===== config.mk =====
export PLATFORM = sky130hd
export DESIGN_NAME = sincos_arbiter
export DESIGN_NICKNAME = d
export VERILOG_FILES = /design/src/rtl/sincos_arbiter.sv
export SDC_FILE = /design/constraint.sdc
export NUM_CORES = 1
export LEC_CHECK = 0
export CORE_UTILIZATION = 33
export CTS_CLUSTER_DIAMETER = 30
export DETAILED_ROUTE_END_ITERATION = 6
export PLACE_DENSITY = 0.69
export SYNTH_ARGS = -nofsm -noshare
export SYNTH_HDL_FRONTEND = slang
export SYNTH_SLANG_ARGS = --single-unit
export TNS_END_PERCENT = 20

===== constraint.sdc =====
create_clock -name clk -period 2.9 [get_ports clk]
set_input_delay 0.58 -clock clk [delete_from_list [all_inputs] [get_ports clk]]
set_output_delay 0.58 -clock clk [all_outputs]
set_load 0.005 [all_outputs]

===== src/rtl/sincos_arbiter.sv =====
// Round-robin arbiter that shares one sincos core among NREQ requesters.
// Optional WAIT watchdog is compiled in when SINCOS_ARB_TIMEOUT_EN is defined.
module sincos_arbiter #(
  parameter int NREQ           = 4,
  parameter int TIMEOUT_CYCLES = 64
) (
  input  logic                 clk,
  input  logic                 n_rst,
  input  logic [NREQ-1:0]      req_valid,
  input  logic [32*NREQ-1:0]   req_opx,
  output logic [NREQ-1:0]      req_ready,
  output logic [NREQ-1:0]      rsp_valid,
  input  logic [NREQ-1:0]      rsp_ready,
  output logic [31:0]          rsp_sine,
  output logic [31:0]          rsp_cosine,
  output logic                 rsp_err,
  output logic                 core_start,
  output logic [31:0]          core_opx,
  input  logic                 core_done,
  input  logic [31:0]          core_sine,
  input  logic [31:0]          core_cosine,
  output logic                 busy
);

  localparam int IDXW = (NREQ > 1) ? $clog2(NREQ) : 1;
  localparam int CW   = IDXW + 1;
  localparam logic [NREQ-1:0] ONE = NREQ'(1);

  typedef enum logic [1:0] {IDLE, ISSUE, WAIT, RESP} state_t;

  if (NREQ < 1 || TIMEOUT_CYCLES < 1) begin : g_bad_params
    $error("sincos_arbiter: NREQ and TIMEOUT_CYCLES must be at least 1");
  end

  state_t            state_q;
  logic [IDXW-1:0]   ptr_q;
  logic [IDXW-1:0]   gnt_q;
  logic [NREQ-1:0]   req_ready_q;
  logic [NREQ-1:0]   rsp_valid_q;
  logic [31:0]       rsp_sine_q;
  logic [31:0]       rsp_cosine_q;
  logic              core_start_q;
  logic [31:0]       core_opx_q;
  logic              busy_q;

  logic [31:0]       opx_arr [NREQ];
  logic              grant_found_d;
  logic [IDXW-1:0]   grant_idx_d;
  logic [IDXW-1:0]   ptr_d;
  logic [CW-1:0]     cand;

  for (genvar gi = 0; gi < NREQ; gi++) begin : g_opx
    assign opx_arr[gi] = req_opx[32*gi +: 32];
  end

  // First valid requester at or after ptr_q, wrapping from NREQ-1 back to 0.
  always_comb begin
    grant_found_d = 1'b0;
    grant_idx_d   = '0;
    cand          = '0;
    for (int k = 0; k < NREQ; k++) begin
      cand = {1'b0, ptr_q} + CW'(k);
      if (cand >= CW'(NREQ)) begin
        cand = cand - CW'(NREQ);
      end
      if (!grant_found_d && req_valid[cand[IDXW-1:0]]) begin
        grant_found_d = 1'b1;
        grant_idx_d   = cand[IDXW-1:0];
      end
    end
  end

  always_comb begin
    ptr_d = grant_idx_d + IDXW'(1);
    if (grant_idx_d == IDXW'(NREQ - 1)) begin
      ptr_d = '0;
    end
  end

`ifdef SINCOS_ARB_TIMEOUT_EN
  localparam int CNTW = $clog2(TIMEOUT_CYCLES + 1);
  localparam logic [CNTW-1:0] CNT_LAST = CNTW'(TIMEOUT_CYCLES - 1);
  localparam logic [31:0] QNAN = 32'h7FC0_0000;

  logic [CNTW-1:0] cnt_q;
  logic            rsp_err_q;
  assign rsp_err = rsp_err_q;
`else
  assign rsp_err = 1'b0;
`endif

  always_ff @(posedge clk or negedge n_rst) begin
    if (!n_rst) begin
      state_q      <= IDLE;
      ptr_q        <= '0;
      gnt_q        <= '0;
      req_ready_q  <= '0;
      rsp_valid_q  <= '0;
      rsp_sine_q   <= '0;
      rsp_cosine_q <= '0;
      core_start_q <= 1'b0;
      core_opx_q   <= '0;
      busy_q       <= 1'b0;
`ifdef SINCOS_ARB_TIMEOUT_EN
      cnt_q        <= '0;
      rsp_err_q    <= 1'b0;
`endif
    end else begin
      case (state_q)
        IDLE: begin
          if (grant_found_d) begin
            gnt_q       <= grant_idx_d;
            ptr_q       <= ptr_d;
            req_ready_q <= ONE << grant_idx_d;
            core_opx_q  <= opx_arr[grant_idx_d];
            busy_q      <= 1'b1;
            state_q     <= ISSUE;
          end
        end
        ISSUE: begin
          req_ready_q  <= '0;
          core_start_q <= 1'b1;
`ifdef SINCOS_ARB_TIMEOUT_EN
          cnt_q        <= '0;
`endif
          state_q      <= WAIT;
        end
        WAIT: begin
          core_start_q <= 1'b0;
          if (core_done) begin
            rsp_sine_q   <= core_sine;
            rsp_cosine_q <= core_cosine;
            rsp_valid_q  <= ONE << gnt_q;
            state_q      <= RESP;
`ifdef SINCOS_ARB_TIMEOUT_EN
            rsp_err_q    <= 1'b0;
          end else if (cnt_q == CNT_LAST) begin
            // Core never answered: return a quiet NaN flagged as an error.
            rsp_sine_q   <= QNAN;
            rsp_cosine_q <= QNAN;
            rsp_err_q    <= 1'b1;
            rsp_valid_q  <= ONE << gnt_q;
            state_q      <= RESP;
          end else begin
            cnt_q        <= cnt_q + CNTW'(1);
`endif
          end
        end
        RESP: begin
          if (rsp_ready[gnt_q]) begin
            rsp_valid_q <= '0;
            busy_q      <= 1'b0;
`ifdef SINCOS_ARB_TIMEOUT_EN
            rsp_err_q   <= 1'b0;
`endif
            state_q     <= IDLE;
          end
        end
        default: begin
          state_q <= IDLE;
        end
      endcase
    end
  end

  assign req_ready  = req_ready_q;
  assign rsp_valid  = rsp_valid_q;
  assign rsp_sine   = rsp_sine_q;
  assign rsp_cosine = rsp_cosine_q;
  assign core_start = core_start_q;
  assign core_opx   = core_opx_q;
  assign busy       = busy_q;

endmodule


---- Word-level counts from Yosys, hierarchy flattened ----
Cells that the tools add are included.
storage, ports and cells
  register bits ........................... 112
  input port bits ......................... 203
  output and inout port bits .............. 107
  logic and storage cells ................. 94
operators by class
  $add $sub $neg .......................... 8
  $lt $le $gt $ge ......................... 10
  equal/unequal tests ..................... 7
  shift-type cells ........................ 2
  multiplexer cells ....................... 39
  bitwise gates (word level) .............. 1
  reduce and logical (&&, ||, !) cells .... 17
operators by type and width
  cell                                                        count
  binary-select mux 32 bit (select 2 bit)                     1
  two-way mux 32 bit                                          2
  two-way mux 2 bit                                           12
  one-hot mux 4 bit (2 select lines)                          2
  less-than comparator 2 x 3 -> 1 bit, second input constant  5
  >= comparator 3 bit, second input constant                  4
  two-way mux 4 bit                                           3
  two-way mux 1 bit                                           11
  binary-select mux 1 bit (select 2 bit)                      5
  AND reduction 3 bit                                         3
  one-hot mux 2 bit (4 select lines)                          1
  nonzero test 2 bit                                          4
  << shifter 1 x 2 -> 4 bit, first input constant             2
  subtractor 2 x 1 -> 2 bit, second input constant            4
  adder 2 x 2 -> 3 bit, second input constant                 2
  == test 2 bit, second input constant                        3
  != test 2 bit, second input constant                        3
  AND reduction 2 bit                                         3
  one-hot mux 1 bit (2 select lines)                          2
  adder 2 x 1 -> 3 bit, second input constant                 1
  >= comparator 2 x 3 -> 1 bit, second input constant         1
  logical AND 1 bit                                           3
  zero test 1 bit                                             3
  NOT 2 -> 3 bit                                              1
  other kinds (3)                                             3

---- Depth between registers and ports, before layout ----
Gate-level depths: netlist of run 1.
  depth in word-level cells ............... 18
  gate-level depth with buffers ........... 9
  gate-level depth less buffers ........... 7

---- Worst setup path before layout of run 1 ----
No wires, ideal clock.
  kind .................................... input-to-reg
  from .................................... input req_valid[3]
  to ...................................... register core_opx_q[0], in the netlist core_opx[0]
  setup time .............................. 0.132 ns
  arrival time ............................ 1.767 ns
  data required time ...................... 2.768 ns
  path slack .............................. 1.001 ns
  stages .................................. 6
  buffers on the path ..................... 2
  cell sequence ........................... buf_6 -> and4b_4 -> a311o_2 -> buf_6 -> a221oi_2 -> o22ai_1
between the ends
  longest elaborated chain between the ends .. 16
  elaborated cells between the ends (all ways) .. 27
  those cells by class .................... mux (19); bitwise (1); reduce/logical (7)
RTL lines
  item                                                    RTL line  source
  start, declared                                         9         input logic [NREQ-1:0] req_valid,
  binary-select mux 1 bit (select 2 bit)                  66        if (!grant_found_d && req_valid[cand[IDXW-1:0]]) begin
  two-way mux 1 bit (implied by the code)                 66
  two-way mux 1 bit                                       66
  zero test 1 bit                                         66
  logical AND 1 bit                                       66
  two-way mux 1 bit                                       66
  zero test 1 bit                                         66
  logical AND 1 bit                                       66
  two-way mux 1 bit                                       66
  zero test 1 bit                                         66
  logical AND 1 bit                                       66
  two-way mux 2 bit                                       66
  NOT 2 -> 3 bit (implied by the code)                    115       core_opx_q <= opx_arr[grant_idx_d];
  binary-select mux 32 bit (select 2 bit)                 115
  two-way mux 32 bit (implied by the code) (2 in series)  115
  end signal, assigned                                    115
  end, declared                                           43        logic [31:0] core_opx_q;
Several ways; a longest one is shown, not always the timed one. The select of a mux whose other input is x is not followed.
A chain may end at the register's enable or synchronous reset.

---- Worst setup path after layout of run 1 ----
  from .................................... input req_valid[3]
  to ...................................... register core_opx_q[11], in the netlist core_opx[11]
The elaborated chain is that of the path after synthesis.

==> results.ini, run 1 <==
[synth]
ys_seq_elements = 112
synth.avg_cell_area_um2 = 13.0
async_flop_share = 1.00
synth_cells = 419
yosysWarningCount = 0
synth.top_cell.area_share = 0.516
synth_seq_area_share = 0.516
synth_edf_count = 0
synth_area_leaders = dfrtp_1 (52%), mux2_2 (13%), a221oi_2 (8.3%)
netlist_area_mm2 = 0.00543
yosysUniqueCellTypes = 38
synth-main-ff-cell = dfrtp_1
syn_nets = 627
synth_largest_area_cell = dfrtp_1

[routing]
ant_nets = 0
drt-wirelength-per-cell_um = 17.4
num_vias = 4625
initialDrtViolationCount = 164
vias_per_cell = 4.91
firstDrtPassIters = 4
drc = 0
wirelength_um = 16400

[clocking]
clock-sinks = 112
numCtsBuffers = 9
cts_setup_buffers = 0
htree_num_levels = 3
cts_tree = done
insertion_delay_ns = 0.35
cts_resized = 0
hold_buffers = 0
clk_pin_slew_worst_paths_ns = 0.07
max-clock-path-buffers = 2
clock-root-buffer = clkbuf_16

[power]
vdd_drop_max_mv = 0.396
power_density_mw_per_mm2 = 941
total_power_w = 0.00853
p_leak_nw = 3.71

[floorplan]
die_y_um = 130
rows = 46
start_util = 0.340
die_x_um = 130
die_area_mm2 = 0.0170
coreArea_mm2 = 0.0160
io_pins = 310

[cells_and_area]
syn2layout_area_growth_pct = 66.8
diodes = 0
multiInputGateArea_mm2 = 0.00237
drive_gt1_frac = 0.190
fillCellCount = 1357
final_nets = 930
stdcell_area_mm2 = 0.00906
regArea_mm2 = 0.00280
final_util = 0.566

[worst_setup_path]
rrSetupSlack_ns = 0.90
cp_slowest_cell = clkdlybuf4s50_1
timing.rr.end = core_opx[11]
startpoint_type = input port
worst_setup_path_end_kind = flip-flop
path_max_fanout = 11
rr_worst_depth = 5
critical_path_arrival_ns = 2.59
critPathRequiredTime_ns = 3.12
path_cells = clkdlybuf4s50_1 -> and4b_4 -> a311o_2 -> buf_4 -> a221oi_2 -> o22ai_1
cpPeakStageDelay_ns = 0.62
timing.rr.start = ptr_q[1]
path_class = in -> reg
setup.worst_path.start = req_valid[3]

[sta]
fin_crit_sh = 0.815
hold_viol = 0
max_slew_margin = 0.632
clock_skew_ns = 0.00404
maxSlewViolCount = 0
finalSetupTns_ns = 0
fmax_mhz = 423
fin_crit_ns = 2.36
rsz0062_at_grt = no
setup_viol = 0
tightest_slew_ns = 0.552

[place]
place_area_mm2 = 0.00876
hpwl_um = 12700
gp_congestion = 0.843
numPortBuffers = 308

[global_routing]
antenna_found_initial = 0
grt_max_degree = 53
track_usage = 0.190
grt_pass1_wl_um = 24100
grt_remaining_overflow = 0
grt_pass1_vias = 4760

[outcome]
outcome = completed

[hold_path]
hold_path_class = in -> async

[job]
maxCapViolCount = 0

[cell usage in the layout (no fill, tap or decap), types with 6 or more instances in the layout]
cell             count
mux2_2              64
nand2_1             13
a221oi_2            30
clkdlybuf4s50_1    307
o22ai_1             32
dfrtp_1            112
nor2_1              38
clkbuf_16            9
mux2i_1             34
inv_1                9
o21ai_0             10
buf_12               6
buf_4               11
a22o_1               8
[critical path, delay by kind of cell]
kind | cells | cell delay, ns
buffers and inverters | 2 | 0.86
AO/OA/AOI/OAI | 3 | 0.88
AND/OR/NAND/NOR | 1 | 0.26
[power breakdown]
part           total, W  switching (W)  leakage (nW)  internal [W]
clock           0.00128       0.000562         0.148      0.000715
combinational   0.00442        0.00176          2.24       0.00266
sequential      0.00283       0.000465          1.32       0.00236
[flip-flops by register name, summed over array words and instances (netlist names)]
name        count
busy            1
core_opx       32
core_start      1
gnt_q           2
ptr_q           2
req_ready       4
rsp_cosine     32
rsp_sine       32
rsp_valid       4
state_q         2
[final cells by class]
type	count	share of cell area
Sequential cell	112	0.309
Inverter	9	0.00373
Clock buffer	11	0.0279
Multi-Input combinational cell	266	0.262
Clock inverter	4	0.00566
Timing Repair Buffer	324	0.362
Tap cell	216	0.0298
[how the worst max path moves through the flow]
stage                    to  slack, ns
2_1_floorplan   core_opx[0]       1.00
3_3_place_gp   core_opx[10]       0.28
3_5_place_dp   core_opx[11]       0.20
4_1_cts         core_opx[7]       0.58
6_report       core_opx[11]       0.54
5_1_grt         core_opx[2]       0.44
[metal layers]
| layer | wire [um] | GRT usage | part of all wire | up-vias |
|---|---|---|---|---|
| li1 | - | - | - | 2169 |
| met1 | 6010 | 0.199 | 0.37 | 2197 |
| met2 | 8470 | 0.343 | 0.52 | 230 |
| met3 | 1480 | 0.0656 | 0.091 | 29 |
| met4 | 416 | 0.0814 | 0.025 | 0 |
| met5 | 0 | 0 | 0 | - |
[cell families (layout without fill, tap and decap cells)]
logic type | Yosys count | after routing | synth area share
adders and majority gates | 5 | 5 | 0.0115
other | 1 | 1 | 0.000690
buffers and inverters | 41 | 348 | 0.0486
muxes | 99 | 99 | 0.199
DFF | 112 | 112 | 0.516
AOI/OAI and AO/OA | 96 | 96 | 0.168
and+or+nand+nor | 65 | 65 | 0.0555
[synth_stat cells, types with 5 or more instances]
master and n:
a221oi_2 30, a22o_1 8, buf_1 6, buf_2 10, buf_6 9, dfrtp_1 112, ha_1 5, inv_1 9
mux2_2 64, mux2i_1 34, nand2_1 14, nor2_1 38, o21ai_0 10, o22ai_1 32
[metrics by stage]
step	hold WS, ns	setup slack [ns]	std cells
floorplan	0.284	1.00	419
global placement	0.462	0.276	927
detailed placement	0.483	0.197	927
CTS	0.215	0.580	942
global route	0.234	0.442	942
finish	0.203	0.537	942
(Power assumes the default switching activity.)
==> inputs of run 2 (changes only) <==
clock period = 2.25 ns   (was 2.9 ns; I/O delays follow)
==> results.ini, run 2 (same netlist as run 1, synthesis figures left out) <==
[worst_setup_path]
timing.rr.start = ptr_q[1]
worst_setup_path_end_kind = flip-flop
path_cells = clkdlybuf4s50_1 -> buf_4 -> mux2i_1 -> a22o_1 -> nor2_4 -> buf_12 -> mux2i_1 -> o22ai_1
cp_slowest_cell = clkdlybuf4s50_1
crit_buf_inv = 3
critical_path_arrival_ns = 2.27
setup.worst_path.start = req_valid[3]
critPathRequiredTime_ns = 2.48
rrSetupSlack_ns = 0.37
path_class = in -> reg
path_delay_family = buffers and inverters
path_max_fanout = 17
startpoint_type = input port
critPathMostFrequentCell = mux2i_1
cpPeakStageDelay_ns = 0.55

[power]
p_leak_nw = 3.75
power_density_mw_per_mm2 = 1210
total_power_w = 0.0110
vdd_drop_max_mv = 0.484

[routing]
vias_per_cell = 4.99
wirelength_um = 16600
drt-wirelength-per-cell_um = 17.5
drc = 0
initialDrtViolationCount = 197
firstDrtPassIters = 4
ant_nets = 0
num_vias = 4734

[cells_and_area]
regArea_mm2 = 0.00280
mostFrequentLayoutCell = clkdlybuf4s50_1
fillCellCount = 1321
final_nets = 937
drive_gt1_frac = 0.195
multiInputGateArea_mm2 = 0.00237
final_util = 0.571
most-common-layout-cells = clkdlybuf4s50_1 (307), dfrtp_1 (112), mux2_2 (64)
syn2layout_area_growth_pct = 68.1
diodes = 0
final-instance-count-excl-fill = 948

[place]
dp.cells = 934
hpwl_um = 12800
gp_congestion = 0.867
numPortBuffers = 308

[global_routing]
grt_max_degree = 65
grt_pass1_wl_um = 25400
antenna_found_initial = 0
track_usage = 0.197
grt_remaining_overflow = 0
grt_pass1_vias = 4962

[floorplan]
io_pins = 310
rows = 46
die_area_mm2 = 0.0170
die_x_um = 130
die_y_um = 130
coreArea_mm2 = 0.0160
start_util = 0.340

[sta]
clock_skew_ns = 0.00458
maxSlewViolCount = 0
setup_viol = 0
rsz0062_at_grt = no
fin_crit_ns = 2.04
hold_viol = 0
whs_ns = 0.0541
fin_crit_sh = 0.907
fmax_mhz = 490

[clocking]
max-clock-path-buffers = 2
insertion_delay_ns = 0.35
numCtsBuffers = 9
cts_resized = 0
htree_num_levels = 3
cts_setup_buffers = 0
cts_tree = done
clk_pin_slew_worst_paths_ns = 0.07
hold_buffers = 0
clock-sinks = 112
clock-root-buffer = clkbuf_16

[outcome]
outcome = completed

[job]
maxCapViolCount = 0

[hold_path]
hold_path_class = in -> async

-- run 2: cell type report --
class	count	area share
repair buffers	331	0.368
well taps	216	0.0296
clock buffers	11	0.0266
multi-input cells	266	0.260
clock inverters	3	0.00479
inverters	9	0.00370
flip-flops and latches	112	0.307
-- run 2: per-layer routing --
layer,track usage,share of wire
met1,0.210,0.37
met2,0.356,0.52
met3,0.0631,0.091
met4,0.0834,0.023
met5,0,0
-- run 2: power breakdown --
| group | internal (W) | leakage, nW | switching, W | total [W] |
|---|---|---|---|---|
| sequential | 0.00305 | 1.32 | 0.000583 | 0.00363 |
| combinational | 0.00353 | 2.29 | 0.00228 | 0.00581 |
| clock | 0.000883 | 0.141 | 0.000716 | 0.00160 |
| total | 0.00746 | 3.75 | 0.00358 | 0.0110 |
-- run 2: worst reg2reg max path: stages (launching register included) --
cell and delay, ns:
dfrtp_1 0.51, o21ai_0 0.15, a311o_2 0.49, buf_12 0.19, a221oi_2 0.28, o22ai_1 0.12
-- run 2: worst paths after layout --
kind | endpoint | cells after the start
worst max-delay path | core_opx[21] | 8
worst min-delay path | rsp_cosine[24] | 1
worst max register to register | core_opx[24] | 5
worst min register to register | rsp_valid[3] | 2
max in group asynchronous | rsp_valid[3] | 2
min in group clk | rsp_valid[3] | 2
-- run 2: stage by stage --
step | worst slack (ns) | setup TNS (ns) | instance area (um^2)
floorplan | 0.429 | 0 | 5430
global placement | -0.0680 | -1.19 | 8850
detailed placement | -0.135 | -3.00 | 8850
CTS | 0.226 | 0 | 9130
global route | 0.127 | 0 | 9130
finish | 0.210 | 0 | 9130
